**src/rtl/vedic_prod_accum_if.sv**
```systemverilog
// Bus between the 4x4 Vedic multiplier stage and the batch product accumulator.
// Handshake: a product is taken on any rising clk edge where ena && prod_vld && !acc_clr
// (there is no ready; the accumulator never stalls), and sum_vld is a one-cycle pulse
// per completed batch with no back-pressure, so the consumer must capture it that cycle.
interface vedic_prod_accum_if #(
    parameter int ACC_W = 12
) ();
    logic             ena;
    logic [7:0]       prod_in;
    logic             prod_vld;
    logic             acc_clr;
    logic [ACC_W-1:0] sum_out;
    logic             sum_vld;
    logic             ovf;
    logic             busy;
    logic [7:0]       cnt_out;

    modport master (
        output ena, prod_in, prod_vld, acc_clr,
        input  sum_out, sum_vld, ovf, busy, cnt_out
    );

    modport slave (
        input  ena, prod_in, prod_vld, acc_clr,
        output sum_out, sum_vld, ovf, busy, cnt_out
    );
endinterface

```
**src/rtl/vedic_prod_accum.sv**
```systemverilog
// Accumulates BATCH multiplier products into a registered batch sum with overflow flag.
// Define VEDIC_ACC_SATURATE_EN to clamp the accumulator on overflow instead of wrapping.
module vedic_prod_accum #(
    parameter int ACC_W = 12,
    parameter int BATCH = 16
) (
    input  logic               clk,
    input  logic               rst_n,
    vedic_prod_accum_if.slave  bus,
    output logic [1:0]         dbg_state
);
    typedef enum logic [1:0] {
        IDLE = 2'd0,
        ACC  = 2'd1,
        DONE = 2'd2
    } state_t;

    localparam logic [7:0]       BATCH_CNT = 8'(BATCH);
    localparam logic [ACC_W-1:0] ACC_MAX   = '1;

    state_t           state_q, state_d;
    logic [ACC_W-1:0] acc_q, acc_d, sum_q, sum_d;
    logic [7:0]       cnt_q, cnt_d;
    logic             ovf_acc_q, ovf_acc_d, ovf_q, ovf_d;
    logic             sum_vld_q, sum_vld_d, busy_q;

    logic             accept;
    logic [ACC_W:0]   add_full;
    logic [ACC_W-1:0] acc_next;
    logic [7:0]       cnt_next;
    logic             ovf_next;

    assign accept = bus.ena & bus.prod_vld & ~bus.acc_clr;

    // Value the batch would hold after taking prod_in; outside ACC a new batch starts.
    always_comb begin
        add_full = {1'b0, acc_q} + {{(ACC_W-7){1'b0}}, bus.prod_in};
        if (state_q == ACC) begin
            cnt_next = cnt_q + 8'd1;
            ovf_next = ovf_acc_q | add_full[ACC_W];
`ifdef VEDIC_ACC_SATURATE_EN
            acc_next = add_full[ACC_W] ? ACC_MAX : add_full[ACC_W-1:0];
`else
            acc_next = add_full[ACC_W-1:0];
`endif
        end else begin
            cnt_next = 8'd1;
            ovf_next = 1'b0;
            acc_next = {{(ACC_W-8){1'b0}}, bus.prod_in};
        end
    end

    always_comb begin
        state_d   = state_q;
        acc_d     = acc_q;
        cnt_d     = cnt_q;
        ovf_acc_d = ovf_acc_q;
        sum_d     = sum_q;
        ovf_d     = ovf_q;
        sum_vld_d = 1'b0;
        if (bus.ena) begin
            if (bus.acc_clr) begin
                state_d   = IDLE;
                acc_d     = '0;
                cnt_d     = '0;
                ovf_acc_d = 1'b0;
            end else if (accept) begin
                if (cnt_next == BATCH_CNT) begin
                    sum_d     = acc_next;
                    ovf_d     = ovf_next;
                    sum_vld_d = 1'b1;
                    acc_d     = '0;
                    cnt_d     = '0;
                    ovf_acc_d = 1'b0;
                    state_d   = DONE;
                end else begin
                    acc_d     = acc_next;
                    cnt_d     = cnt_next;
                    ovf_acc_d = ovf_next;
                    state_d   = ACC;
                end
            end else if (state_q == DONE) begin
                state_d = IDLE;
            end
        end
    end

    always_ff @(posedge clk or negedge rst_n) begin
        if (!rst_n) begin
            state_q   <= IDLE;
            acc_q     <= '0;
            cnt_q     <= '0;
            ovf_acc_q <= 1'b0;
            sum_q     <= '0;
            ovf_q     <= 1'b0;
            sum_vld_q <= 1'b0;
            busy_q    <= 1'b0;
        end else begin
            state_q   <= state_d;
            acc_q     <= acc_d;
            cnt_q     <= cnt_d;
            ovf_acc_q <= ovf_acc_d;
            sum_q     <= sum_d;
            ovf_q     <= ovf_d;
            sum_vld_q <= sum_vld_d;
            busy_q    <= (state_d == ACC);
        end
    end

    assign bus.sum_out = sum_q;
    assign bus.sum_vld = sum_vld_q;
    assign bus.ovf     = ovf_q;
    assign bus.busy    = busy_q;
    assign bus.cnt_out = cnt_q;
    assign dbg_state   = state_q;
endmodule
```
**src/flat_wrapper.sv**
```systemverilog
// flat-port wrapper written by rule: the top's interface ports become plain ports
module vedic_prod_accum_flat 
#(
    parameter int ACC_W = 12,
    parameter int BATCH = 16
)
  (clk, rst_n, dbg_state, bus_ena, bus_prod_in, bus_prod_vld, bus_acc_clr, bus_sum_out, bus_sum_vld, bus_ovf, bus_busy, bus_cnt_out);
  vedic_prod_accum_if #(.ACC_W(ACC_W)) bus_i ();
  input  logic clk;
  input  logic rst_n;
  output logic [1:0] dbg_state;
  input wire logic [$bits(bus_i.ena)-1:0] bus_ena;
  input wire logic [$bits(bus_i.prod_in)-1:0] bus_prod_in;
  input wire logic [$bits(bus_i.prod_vld)-1:0] bus_prod_vld;
  input wire logic [$bits(bus_i.acc_clr)-1:0] bus_acc_clr;
  output wire logic [$bits(bus_i.sum_out)-1:0] bus_sum_out;
  output wire logic [$bits(bus_i.sum_vld)-1:0] bus_sum_vld;
  output wire logic [$bits(bus_i.ovf)-1:0] bus_ovf;
  output wire logic [$bits(bus_i.busy)-1:0] bus_busy;
  output wire logic [$bits(bus_i.cnt_out)-1:0] bus_cnt_out;
  assign bus_i.ena = bus_ena;
  assign bus_i.prod_in = bus_prod_in;
  assign bus_i.prod_vld = bus_prod_vld;
  assign bus_i.acc_clr = bus_acc_clr;
  assign bus_sum_out = bus_i.sum_out;
  assign bus_sum_vld = bus_i.sum_vld;
  assign bus_ovf = bus_i.ovf;
  assign bus_busy = bus_i.busy;
  assign bus_cnt_out = bus_i.cnt_out;
  vedic_prod_accum #(.ACC_W(ACC_W), .BATCH(BATCH)) u_core (.clk(clk), .rst_n(rst_n), .bus(bus_i), .dbg_state(dbg_state));
endmodule
```
**config.mk**
```make
export PLATFORM = sky130hd
export DESIGN_NAME = vedic_prod_accum_flat
export DESIGN_NICKNAME = d
export VERILOG_FILES = /design/src/rtl/vedic_prod_accum_if.sv /design/src/rtl/vedic_prod_accum.sv /design/src/flat_wrapper.sv
export SDC_FILE = /design/constraint.sdc
export NUM_CORES = 1
export LEC_CHECK = 0
export ABC_AREA = 0
export BUFFER_PORTS_ARGS = -buffer_cell sky130_fd_sc_hd__buf_2
export CORE_UTILIZATION = 50
export DETAILED_ROUTE_END_ITERATION = 10
export GPL_TIMING_DRIVEN = 0
export PLACE_DENSITY_LB_ADDON = 0.1
export SYNTH_ARGS = -nofsm -noshare
export SYNTH_HDL_FRONTEND = slang
export SYNTH_SLANG_ARGS = --single-unit
```
**constraint.sdc**
```tcl
create_clock -name clk -period 2.5 [get_ports clk]
set_clock_uncertainty 0.15 [all_clocks]
set_input_delay 0.25 -clock clk [delete_from_list [all_inputs] [get_ports clk]]
set_output_delay 0.25 -clock clk [all_outputs]
set_load 0.05 [all_outputs]
```
==> impl_metrics.prom <==
# TYPE chip_impl_metric gauge
chip_impl_metric{name="cpPeakStageDelay",unit="ns"} 0.42
chip_impl_metric{name="core_region_area",unit="sq mm"} 0.004115
chip_impl_metric{name="route.vias.total",unit=""} 1864
chip_impl_metric{name="fin_setup_tns",unit="ns"} 0
chip_impl_metric{name="die_area",unit="sq mm"} 0.004664
chip_impl_info{name="gr-max-usage-layer",value="met2"} 1
chip_impl_metric{name="setup-violations-final",unit=""} 0
chip_impl_metric{name="post_synth.cell_area_avg",unit="sq um"} 9.852
chip_impl_metric{name="synth.yosys.seq_area_share",unit="%"} 43.28
chip_impl_metric{name="maxSlewHeadroom",unit="%"} 41.22
chip_impl_metric{name="post_synth_instance_area",unit="sq mm"} 0.002197
chip_impl_metric{name="pin_count_of_the_biggest_net_entering_global_routing",unit=""} 39
chip_impl_metric{name="port_buffers",unit=""} 35
chip_impl_metric{name="synth_seq_cells",unit=""} 38
chip_impl_metric{name="finalCritPeriodShare",unit="%"} 97.79
chip_impl_metric{name="chipWidth",unit="um"} 68.29
chip_impl_metric{name="vias_per_cell",unit=""} 5.735
chip_impl_info{name="setup.worst_path.start_class",value="register"} 1
chip_impl_metric{name="timing.critical_path.fanout_max",unit=""} 3
chip_impl_info{name="clock_tree_from_tritoncts",value="yes"} 1
chip_impl_metric{name="worstMarginPinSlew",unit="ns"} 0.8817
chip_impl_metric{name="synthDistinctLibCells",unit=""} 48
chip_impl_info{name="netlist_top_cells_count",value="sky130_fd_sc_hd__dfrtp_1, sky130_fd_sc_hd__nand2_1, sky130_fd_sc_hd__o21ai_0, sky130_fd_sc_hd__a21oi_1"} 1
chip_impl_metric{name="antenna_violations_before_repair",unit=""} 0
chip_impl_metric{name="leakagePower",unit="nW"} 1.287
chip_impl_metric{name="fill_cells",unit=""} 335
chip_impl_metric{name="layout-area-overhead-vs-synth",unit="%"} 22.27
chip_impl_metric{name="maxCapViolCount",unit=""} 0
chip_impl_metric{name="numCtsBuffers",unit=""} 5
chip_impl_metric{name="share_of_flip_flops_with_an_asynchronous_set_or_reset_after_synthesis",unit="%"} 100.0
chip_impl_metric{name="routed_wire_length_per_instance",unit="um"} 16.17
chip_impl_info{name="holdCritPathClass",value="in -> reg"} 1
chip_impl_metric{name="initial_core_util",unit="%"} 53.39
chip_impl_metric{name="drt-initial-drc-count",unit=""} 83
chip_impl_metric{name="cts.sink_count",unit=""} 38
chip_impl_metric{name="via_count_of_the_first_global_routing_pass",unit=""} 1637
chip_impl_metric{name="antennaDiodeCount",unit=""} 0
chip_impl_metric{name="clkSlewWorstSetupHoldPaths",unit="ns"} 0.08
chip_impl_metric{name="drc",unit=""} 0
chip_impl_metric{name="grt_first_pass_wirelength",unit="um"} 7976
chip_impl_metric{name="final_report_max_slew_violation_count",unit=""} 0
chip_impl_metric{name="achievable-frequency",unit="GHz"} 0.4090
chip_impl_metric{name="global_route.overflow_total",unit=""} 0
chip_impl_metric{name="period_minus_slack",unit="ns"} 2.445
chip_impl_metric{name="gr-usage-met1",unit="%"} 32.88
chip_impl_metric{name="postRouteAntennaNets",unit=""} 0
chip_impl_metric{name="placement_rows",unit=""} 23
chip_impl_info{name="worst_path_class_setup",value="reg -> reg"} 1
chip_impl_metric{name="post-synth-top-area-fraction",unit="%"} 43.28
chip_impl_metric{name="final.hold.worst_slack",unit="ns"} 0.08108
chip_impl_metric{name="total_detailed_routing_wirelength",unit="um"} 5254
chip_impl_metric{name="detailedPlace.worstSlack",unit="ns"} -0.05049
chip_impl_info{name="outcome",value="finished, final reports clean"} 1
chip_impl_metric{name="htree_num_levels",unit=""} 2
chip_impl_metric{name="design.portCount",unit=""} 38
chip_impl_metric{name="grt_use_met2",unit="%"} 36.03
chip_impl_metric{name="stdcell_count",unit=""} 325
chip_impl_metric{name="dpl.cell_count",unit=""} 308
chip_impl_info{name="crit_path_end_kind",value="register"} 1
chip_impl_metric{name="groute.layer.met3.usage",unit="%"} 5.667
chip_impl_info{name="biggest_area_consumer_among_synthesized_cells",value="sky130_fd_sc_hd__dfrtp_1"} 1
chip_impl_metric{name="dp_hpwl",unit="um"} 3632
chip_impl_metric{name="fraction_of_layout_cells_with_a_size_suffix_above_1",unit="%"} 30.91
chip_impl_info{name="top_cells_by_area_synth",value="sky130_fd_sc_hd__dfrtp_1, sky130_fd_sc_hd__o21ai_0, sky130_fd_sc_hd__nand2_1"} 1
chip_impl_metric{name="global_route.usage.total",unit="%"} 24.14
chip_impl_info{name="crit_chain",value="ha_4, fa_2, a211oi_2, buf_4, o211ai_1, nand2_1, nor2_2, xor2_1, mux2_2"} 1
chip_impl_metric{name="post-route-worst-setup-slack",unit="ns"} 0.05528
chip_impl_metric{name="synth_enable_flop_cells",unit=""} 0
chip_impl_info{name="synth_ff_type",value="sky130_fd_sc_hd__dfrtp_1"} 1
chip_impl_info{name="ctsRootBufferMaster",value="sky130_fd_sc_hd__clkbuf_8"} 1
chip_impl_metric{name="timing.critical_path.arrival",unit="ns"} 2.48
chip_impl_metric{name="design.final.nets",unit=""} 297
chip_impl_metric{name="postSynthCellCount",unit=""} 223
chip_impl_metric{name="number_of_iterations_in_the_first_detailed_routing_pass",unit=""} 4
chip_impl_metric{name="yosysWarningCount",unit=""} 0
chip_impl_metric{name="cp.required",unit="ns"} 2.53
chip_impl_metric{name="vdd_ir_drop_max",unit="mV"} 0.3056
chip_impl_info{name="critical-path-slowest-cell",value="sky130_fd_sc_hd__dfrtp_1"} 1
chip_impl_metric{name="clk_latency",unit="ns"} 0.30
chip_impl_info{name="setup_repair_after_global_routing_missed_its_margin",value="yes"} 1
chip_impl_metric{name="synthesis.nets",unit=""} 246
chip_impl_metric{name="die-height",unit="um"} 68.29
chip_impl_metric{name="routabilityCongestion",unit=""} 0.7753
chip_impl_metric{name="power_density",unit="mW/mm^2"} 535.0
chip_impl_info{name="most_frequent_cell_after_synthesis",value="sky130_fd_sc_hd__dfrtp_1"} 1
chip_impl_metric{name="final-hold-violation-count",unit=""} 0
chip_impl_metric{name="clockBufferDepth",unit=""} 2
## layout make-up
| class | instances | area, sq um | share of cell area (%) |
|---|---|---|---|
| well taps | 50 | 62.56 | 2.329 |
| multi-input cells | 175 | 1287 | 47.93 |
| inverters | 3 | 11.26 | 0.4192 |
| flip-flops and latches | 38 | 955.9 | 35.58 |
| repair buffers | 44 | 245.2 | 9.129 |
| plain buffers | 7 | 28.78 | 1.071 |
| clock buffers | 6 | 82.58 | 3.074 |
| clock inverters | 2 | 12.51 | 0.4658 |
## cells by family after synthesis
group                    Yosys count  share of synthesized area [%]
AO/OA/AOI/OAI                     68                          20.79
XOR/XNOR                          12                          4.784
adder cells (fa/ha/maj)           10                          6.037
buffers and inverters             10                          1.822
flip-flops                        38                          43.28
multiplexers                      11                          5.581
AND/OR/NAND/NOR                   74                          17.71
## sequential cells by signal (all words and copies together) (netlist names)
name	cells
u_core.dbg_state	2
u_core.bus.busy	1
u_core.ovf_acc_q	1
u_core.bus.ovf	1
u_core.acc_q	12
u_core.bus.sum_vld	1
u_core.bus.cnt_out	8
u_core.bus.sum_out	12
## path summary, 6_finish.rpt
| check | start | to | slack (ns) | depth (start not counted) |
|---|---|---|---|---|
| max in group asynchronous | rst_n | u_core.bus.cnt_out[2]$_DFFE_PN0P_ | 1.14 | 2 |
| min reg2reg | u_core.bus.sum_out[2]$_DFFE_PN0P_ | u_core.bus.sum_out[2]$_DFFE_PN0P_ | 0.33 | 2 |
| max | u_core.acc_q[0]$_DFFE_PN0P_ | u_core.bus.sum_out[10]$_DFFE_PN0P_ | 0.06 | 9 |
| max reg2reg | u_core.acc_q[0]$_DFFE_PN0P_ | u_core.bus.sum_out[10]$_DFFE_PN0P_ | 0.06 | 9 |
| min | bus_ena | u_core.dbg_state[0]$_DFF_PN0_ | 0.08 | 2 |
| min in group asynchronous | rst_n | u_core.acc_q[2]$_DFFE_PN0P_ | 0.45 | 2 |
## layout by cell type (no fill, tap or decap), types with 2 or more instances in the layout
| cell type | count |
|---|---|
| sky130_fd_sc_hd__a21oi_1 | 10 |
| sky130_fd_sc_hd__nand2_1 | 34 |
| sky130_fd_sc_hd__o21ai_0 | 26 |
| sky130_fd_sc_hd__dfrtp_1 | 34 |
| sky130_fd_sc_hd__a22o_1 | 6 |
| sky130_fd_sc_hd__o211ai_1 | 2 |
| sky130_fd_sc_hd__a21o_1 | 4 |
| sky130_fd_sc_hd__dfrtp_2 | 4 |
| sky130_fd_sc_hd__mux2i_1 | 3 |
| sky130_fd_sc_hd__inv_1 | 2 |
| sky130_fd_sc_hd__clkbuf_1 | 4 |
| sky130_fd_sc_hd__nand3_1 | 6 |
| sky130_fd_sc_hd__nand2b_1 | 3 |
| sky130_fd_sc_hd__a31o_2 | 3 |
| sky130_fd_sc_hd__xnor2_1 | 5 |
| sky130_fd_sc_hd__ha_1 | 4 |
| sky130_fd_sc_hd__clkbuf_8 | 6 |
| sky130_fd_sc_hd__buf_2 | 37 |
| sky130_fd_sc_hd__and4_1 | 3 |
| sky130_fd_sc_hd__o21ai_1 | 4 |
| sky130_fd_sc_hd__xor2_1 | 7 |
| sky130_fd_sc_hd__nor3_1 | 3 |
| sky130_fd_sc_hd__buf_4 | 8 |
| sky130_fd_sc_hd__mux2_2 | 7 |
| sky130_fd_sc_hd__nor2_1 | 8 |
| sky130_fd_sc_hd__ha_4 | 4 |
| sky130_fd_sc_hd__and3_1 | 4 |
| sky130_fd_sc_hd__nor4_1 | 3 |
## worst max-delay path, delay by kind of cell (launching register included)
family | cells | cell delay (ns)
AND/OR/NAND/NOR | 2 | 0.23
flip-flops | 1 | 0.42
AO/OA/AOI/OAI | 2 | 0.38
buffers and inverters | 1 | 0.15
multiplexers | 1 | 0.26
adder cells (fa/ha/maj) | 2 | 0.59
XOR/XNOR | 1 | 0.14
## power by group
| group | switching [mW] | total (mW) | internal (mW) |
|---|---|---|---|
| registers | 0.0214 | 0.657 | 0.636 |
| logic | 0.191 | 0.320 | 0.129 |
| clock network | 0.238 | 0.460 | 0.222 |
| total | 0.451 | 1.44 | 0.986 |
## routing by layer
layer / up-vias / wire [um]
met5: - / 0
met1: 875 / 2463
li1: 920 / -
met3: 10 / 265
met2: 59 / 2407
met4: 0 / 118
## through the flow
step / total power, mW / instance area [sq um] / utilization (%)
final: 1.437 / 2686 / 65.28
after global routing: 1.509 / 2686 / 65.28
after CTS: 1.409 / 2550 / 61.96
after detailed placement: 0.9454 / 2440 / 59.29
after global placement: 0.9386 / 2440 / 59.29
after floorplan: 0.8648 / 2202 / -
## what timing repair did
item	CTS	global route
hold buffers	1	0
setup buffers	0	8
pin swaps	1	8
endpoints found under the hold margin	38	0
setup endpoints to repair	3	14
gates resized for setup	1	13
gates cloned	0	0
Power figures use the tool's default switching activity.
